--- config.mk ---
export PLATFORM = sky130hd
export DESIGN_NAME = door_input_conditioner
export DESIGN_NICKNAME = d
export VERILOG_FILES = /design/src/rtl/door_input_conditioner.sv
export SDC_FILE = /design/constraint.sdc
export NUM_CORES = 1
export LEC_CHECK = 0
export BUFFER_PORTS_ARGS = -buffer_cell sky130_fd_sc_hd__clkbuf_2
export CORE_MARGIN = 8
export CORE_UTILIZATION = 35
export CTS_BUF_LIST = sky130_fd_sc_hd__clkbuf_8
export DETAILED_ROUTE_END_ITERATION = 7
export PLACE_DENSITY = 0.57
export SYNTH_ARGS = -nofsm -noshare
export SYNTH_HDL_FRONTEND = slang
export SYNTH_SLANG_ARGS = --single-unit
--- constraint.sdc ---
create_clock -name CLK -period 2.1 [get_ports CLK]
set_input_delay 0.21 -clock CLK [delete_from_list [all_inputs] [get_ports CLK]]
set_output_delay 0.21 -clock CLK [all_outputs]
set_load 0.02 [all_outputs]
--- src/rtl/door_input_conditioner.sv ---
// Input conditioning for the garage door controller: synchronises and debounces the
// push-button and both limit switches, then turns the clean button into a one-cycle Activate.
module door_input_conditioner #(
  parameter int DB_CNT    = 16,
  parameter int CNT_WIDTH = 5
) (
  input  logic CLK,
  input  logic RST,
  input  logic Btn_raw,
  input  logic Up_sw_raw,
  input  logic Dn_sw_raw,
  output logic Activate,
  output logic UP_Max,
  output logic DN_Max,
  output logic Sw_fault
);

  localparam logic [CNT_WIDTH-1:0] CNT_LAST = CNT_WIDTH'(DB_CNT - 1);
  localparam logic [CNT_WIDTH-1:0] CNT_ONE  = CNT_WIDTH'(1);

  // Channel index: 0 = button, 1 = upper limit, 2 = lower limit
  logic [2:0] raw;
  logic [2:0] sync1_q, sync2_q;
  logic [2:0] stable_q, stable_d;
  logic [CNT_WIDTH-1:0] cnt_q [3];
  logic [CNT_WIDTH-1:0] cnt_d [3];

  logic btn_prev_q, btn_prev_d;
  logic armed_q, armed_d;
  logic activate_q, activate_d;
  logic sw_fault_q, sw_fault_d;
  logic btn_rise;

  assign raw = {Dn_sw_raw, Up_sw_raw, Btn_raw};

  always_comb begin
    for (int i = 0; i < 3; i++) begin
      stable_d[i] = stable_q[i];
      cnt_d[i]    = '0;
      if (sync2_q[i] != stable_q[i]) begin
        if (cnt_q[i] == CNT_LAST) begin
          stable_d[i] = sync2_q[i];
        end else begin
          cnt_d[i] = cnt_q[i] + CNT_ONE;
        end
      end
    end

    btn_prev_d = stable_q[0];
    btn_rise   = stable_q[0] & ~btn_prev_q;
    armed_d    = armed_q | ~stable_q[0];
    sw_fault_d = stable_q[1] & stable_q[2];
    // A press seen while the limits disagree is dropped outright, never replayed later
    activate_d = btn_rise & armed_q & ~sw_fault_q & ~sw_fault_d;
  end

  always_ff @(posedge CLK or negedge RST) begin
    if (!RST) begin
      sync1_q    <= '0;
      sync2_q    <= '0;
      stable_q   <= '0;
      for (int i = 0; i < 3; i++) begin
        cnt_q[i] <= '0;
      end
      btn_prev_q <= 1'b0;
      armed_q    <= 1'b0;
      activate_q <= 1'b0;
      sw_fault_q <= 1'b0;
    end else begin
      sync1_q    <= raw;
      sync2_q    <= sync1_q;
      stable_q   <= stable_d;
      for (int i = 0; i < 3; i++) begin
        cnt_q[i] <= cnt_d[i];
      end
      btn_prev_q <= btn_prev_d;
      armed_q    <= armed_d;
      activate_q <= activate_d;
      sw_fault_q <= sw_fault_d;
    end
  end

  assign Activate = activate_q;
  assign UP_Max   = stable_q[1];
  assign DN_Max   = stable_q[2];
  assign Sw_fault = sw_fault_q;

endmodule
==> flow_summary_export.csv <==
group,metric,value,unit
power,p_sw,0.186,mW
logic_synthesis,synth_cells,76,
setup_path,cp_slowest_cell,"dfrtp_1",
power,ir_drop,0.384,mV
timing,drv_slew,0,
timing,whs,0.0447,ns
detailed_routing,drtIter0Drc,15,
min_path,worstHoldStart,"Dn_sw_raw",
power,switching_share,20.0,%
floorplan,fp-row-count,19,
power,leakage,0.616,nW
setup_path,cp_max_fo,3,
setup_path,crit_required,2.25,ns
timing,fmax,0.794,GHz
detailed_routing,wirelength,1340,um
logic_synthesis,yosysUniqueCellTypes,16,
finish,post_route_cells_drive_above_1_share,16.9,%
setup_path,crit_chain,"ha_1 -> nand3_1 -> nor2_1 -> mux2_1",
clocking,cts.sink_count,28,
floorplan,start_util,36.9,%
timing,tightest_slew,0.657,ns
floorplan,boundaryPins,9,
detailed_routing,route.detailed.drc,0,
clocking,cts_made_buffers,3,
finish,area_growth,14.0,%
global_route,grt_pass1_wl,2420,um
finish,fillers,251,
timing,finalClockSkew,0.00554,ns
timing,rsz0062_at_grt,"no",
timing,fin_crit,1.26,ns
setup_path,path_class,"flop to flop",
power,power.clock.fraction,33.9,%
finish,final_util,42.1,%
logic_synthesis,yosysSeqAreaShare,68.3,%
setup_path,r2r-start,"cnt_q[0]",
setup_path,cp_num_buf_inv,0,
setup_path,cp-start-kind,"flop",
timing,timing.final.crit_share,60.0,%
placed_design,gp_congestion,0.705,
power,power_frac_seq,61.4,%
detailed_routing,vias,551,
min_path,hold_path_class,"primary input to flop",
setup_path,arrival,1.41,ns
setup_path,crit_family,"flip-flops",
job,cap_violations,0,
clocking,clock_path_buffers,2,
clocking,cts-root-buf,"clkbuf_8",
floorplan,dieArea,4920,um2
placed_design,place.detailed.hpwl,1000,um
detailed_routing,firstDrtPassIters,2,
timing,setup_viol,0,
placed_design,portBuffers,8,
clocking,clock_latency,0.26,ns
global_route,grt_usage,6.08,%
logic_synthesis,syn-cell-area,1030,um2
timing,relSlewSlack,56.2,%
finish,num_antenna_cells,0,
global_route,antenna_found_initial,0,
logic_synthesis,syn_avg_cell_area,13.5,um2
logic_synthesis,synth_nets,84,
clocking,path_clk_slew,0.09,ns
detailed_routing,ant_nets,0,
power,intPower,0.744,mW
clocking,post_cts_buffers,0,
power,p_per_area,795,nW/um2
floorplan,die_h,70.1,um
detailed_routing,wl_per_cell,11.1,um
clocking,cts_tree,"yes",
global_route,overflow,0,
floorplan,coreArea,2780,um2
timing,setup_tns,0,ns
logic_synthesis,ys_ff_latch,28,
clocking,h-tree-depth,1,
setup_path,startpoint,"cnt_q[0]",
setup_path,end_kind,"flop",
floorplan,die_x,70.1,um
setup_path,slowest_delay,0.39,ns
global_route,grt_pass1_vias,556,
power,combPwrFrac,4.7,%
finish,final_nets,98,
global_route,grt_max_degree,29,
timing,hold_viol_final,0,
status,status,"finished clean",
detailed_routing,drt-vias-per-instance,4.59,
logic_synthesis,yosysWarnings,0,
power groups by stage:
stage / logic [mW] / clock network, mW / registers (mW)
floorplan: 0.0252 / 0 / 0.580
global placement: 0.0429 / 0 / 0.582
detailed placement: 0.0446 / 0 / 0.583
CTS: 0.0462 / 0.327 / 0.572
global route: 0.0533 / 0.347 / 0.575
finish: 0.0440 / 0.315 / 0.571
synthesized netlist by cell type:
library cell  number  share of area, %
ha_1               3               3.7
o21ai_2            1              0.85
o21ai_1            2              0.98
or2b_1             1              0.73
nor4_1             1              0.61
nand3_1            6               2.9
nand2_1            1              0.37
nor2_2             1              0.61
nor2_1            10               3.7
and2_1             5               3.0
inv_1              2              0.73
mux2_1             3               3.3
xor2_2             1               1.6
dfrtp_1           28                68
xor2_1             8               6.8
and3_1             3               1.8
stage by stage:
| step | cells | total power [mW] | worst slack (ns) | cell area [um2] |
|---|---|---|---|---|
| after floorplan | 76 | 0.605 | 0.919 | 1030 |
| after global placement | 115 | 0.624 | 0.856 | 1100 |
| after detailed placement | 115 | 0.627 | 0.840 | 1100 |
| after CTS | 120 | 0.945 | 0.828 | 1170 |
| after global routing | 120 | 0.976 | 0.754 | 1170 |
| final | 120 | 0.931 | 0.841 | 1170 |
path summary, 6_finish.rpt:
path                               end  cells past startpoint  slack [ns]
setup / recovery           stable_q[2]                      4        0.84
hold / removal              sync1_q[2]                      1        0.04
setup reg to reg           stable_q[2]                      4        0.84
hold reg to reg             sync2_q[2]                      0        0.35
max in group asynchronous    cnt_q[14]                      2        1.18
min in group asynchronous     cnt_q[4]                      2        0.50
worst reg2reg max path, stage by stage (launching register included):
cell	delay, ns
dfrtp_1	0.39
ha_1	0.20
nand3_1	0.12
nor2_1	0.12
mux2_1	0.32
cell families after synthesis:
logic type	Yosys count	synth area share, %
fa+ha+maj	3	3.66
mux	3	3.29
simple gates	28	13.8
flops	28	68.3
buf+inv	2	0.732
xor+xnor	9	8.42
compound gates	3	1.83
area by class of cell:
type | count | area (um2) | area share [%]
multi-input cells | 46 | 318 | 27.2
repair buffers | 9 | 50.0 | 4.28
well taps | 31 | 38.8 | 3.32
inverters | 2 | 7.51 | 0.642
clock buffers | 4 | 55.1 | 4.71
flip-flops and latches | 28 | 701 | 59.9
layer usage:
metal  track usage, %  share of wire (%)
met3             2.82                5.7
met1             7.14                 47
met2             8.93                 45
met5                0                  0
met4             3.35                1.5
registers in the layout (all words and copies together), names as in the netlist:
register    flops
Activate        1
Sw_fault        1
armed_q         1
btn_prev_q      1
cnt_q          15
stable_q        3
sync1_q         3
sync2_q         3
cell usage in the layout, fill, tap and decap left out, drive strengths merged:
| master | netlist | layout |
|---|---|---|
| clkbuf | 0 | 12 |
| dfrtp | 28 | 28 |
| ha | 3 | 3 |
| or2b | 1 | 1 |
| nand3 | 6 | 6 |
| and2 | 5 | 5 |
| dlygate4sd3 | 0 | 1 |
| nor4 | 1 | 1 |
| xor2 | 9 | 9 |
| and3 | 3 | 3 |
| o21ai | 3 | 3 |
| nand2 | 1 | 1 |
| mux2 | 3 | 3 |
| inv | 2 | 2 |
| nor2 | 11 | 11 |
repair_timing:
| item | in CTS | in global routing |
|---|---|---|
| hold buffers | 1 | 0 |
| endpoints found under the hold margin | 28 | 0 |
| resized for setup | 0 | 0 |
(Power assumes the default switching activity.)
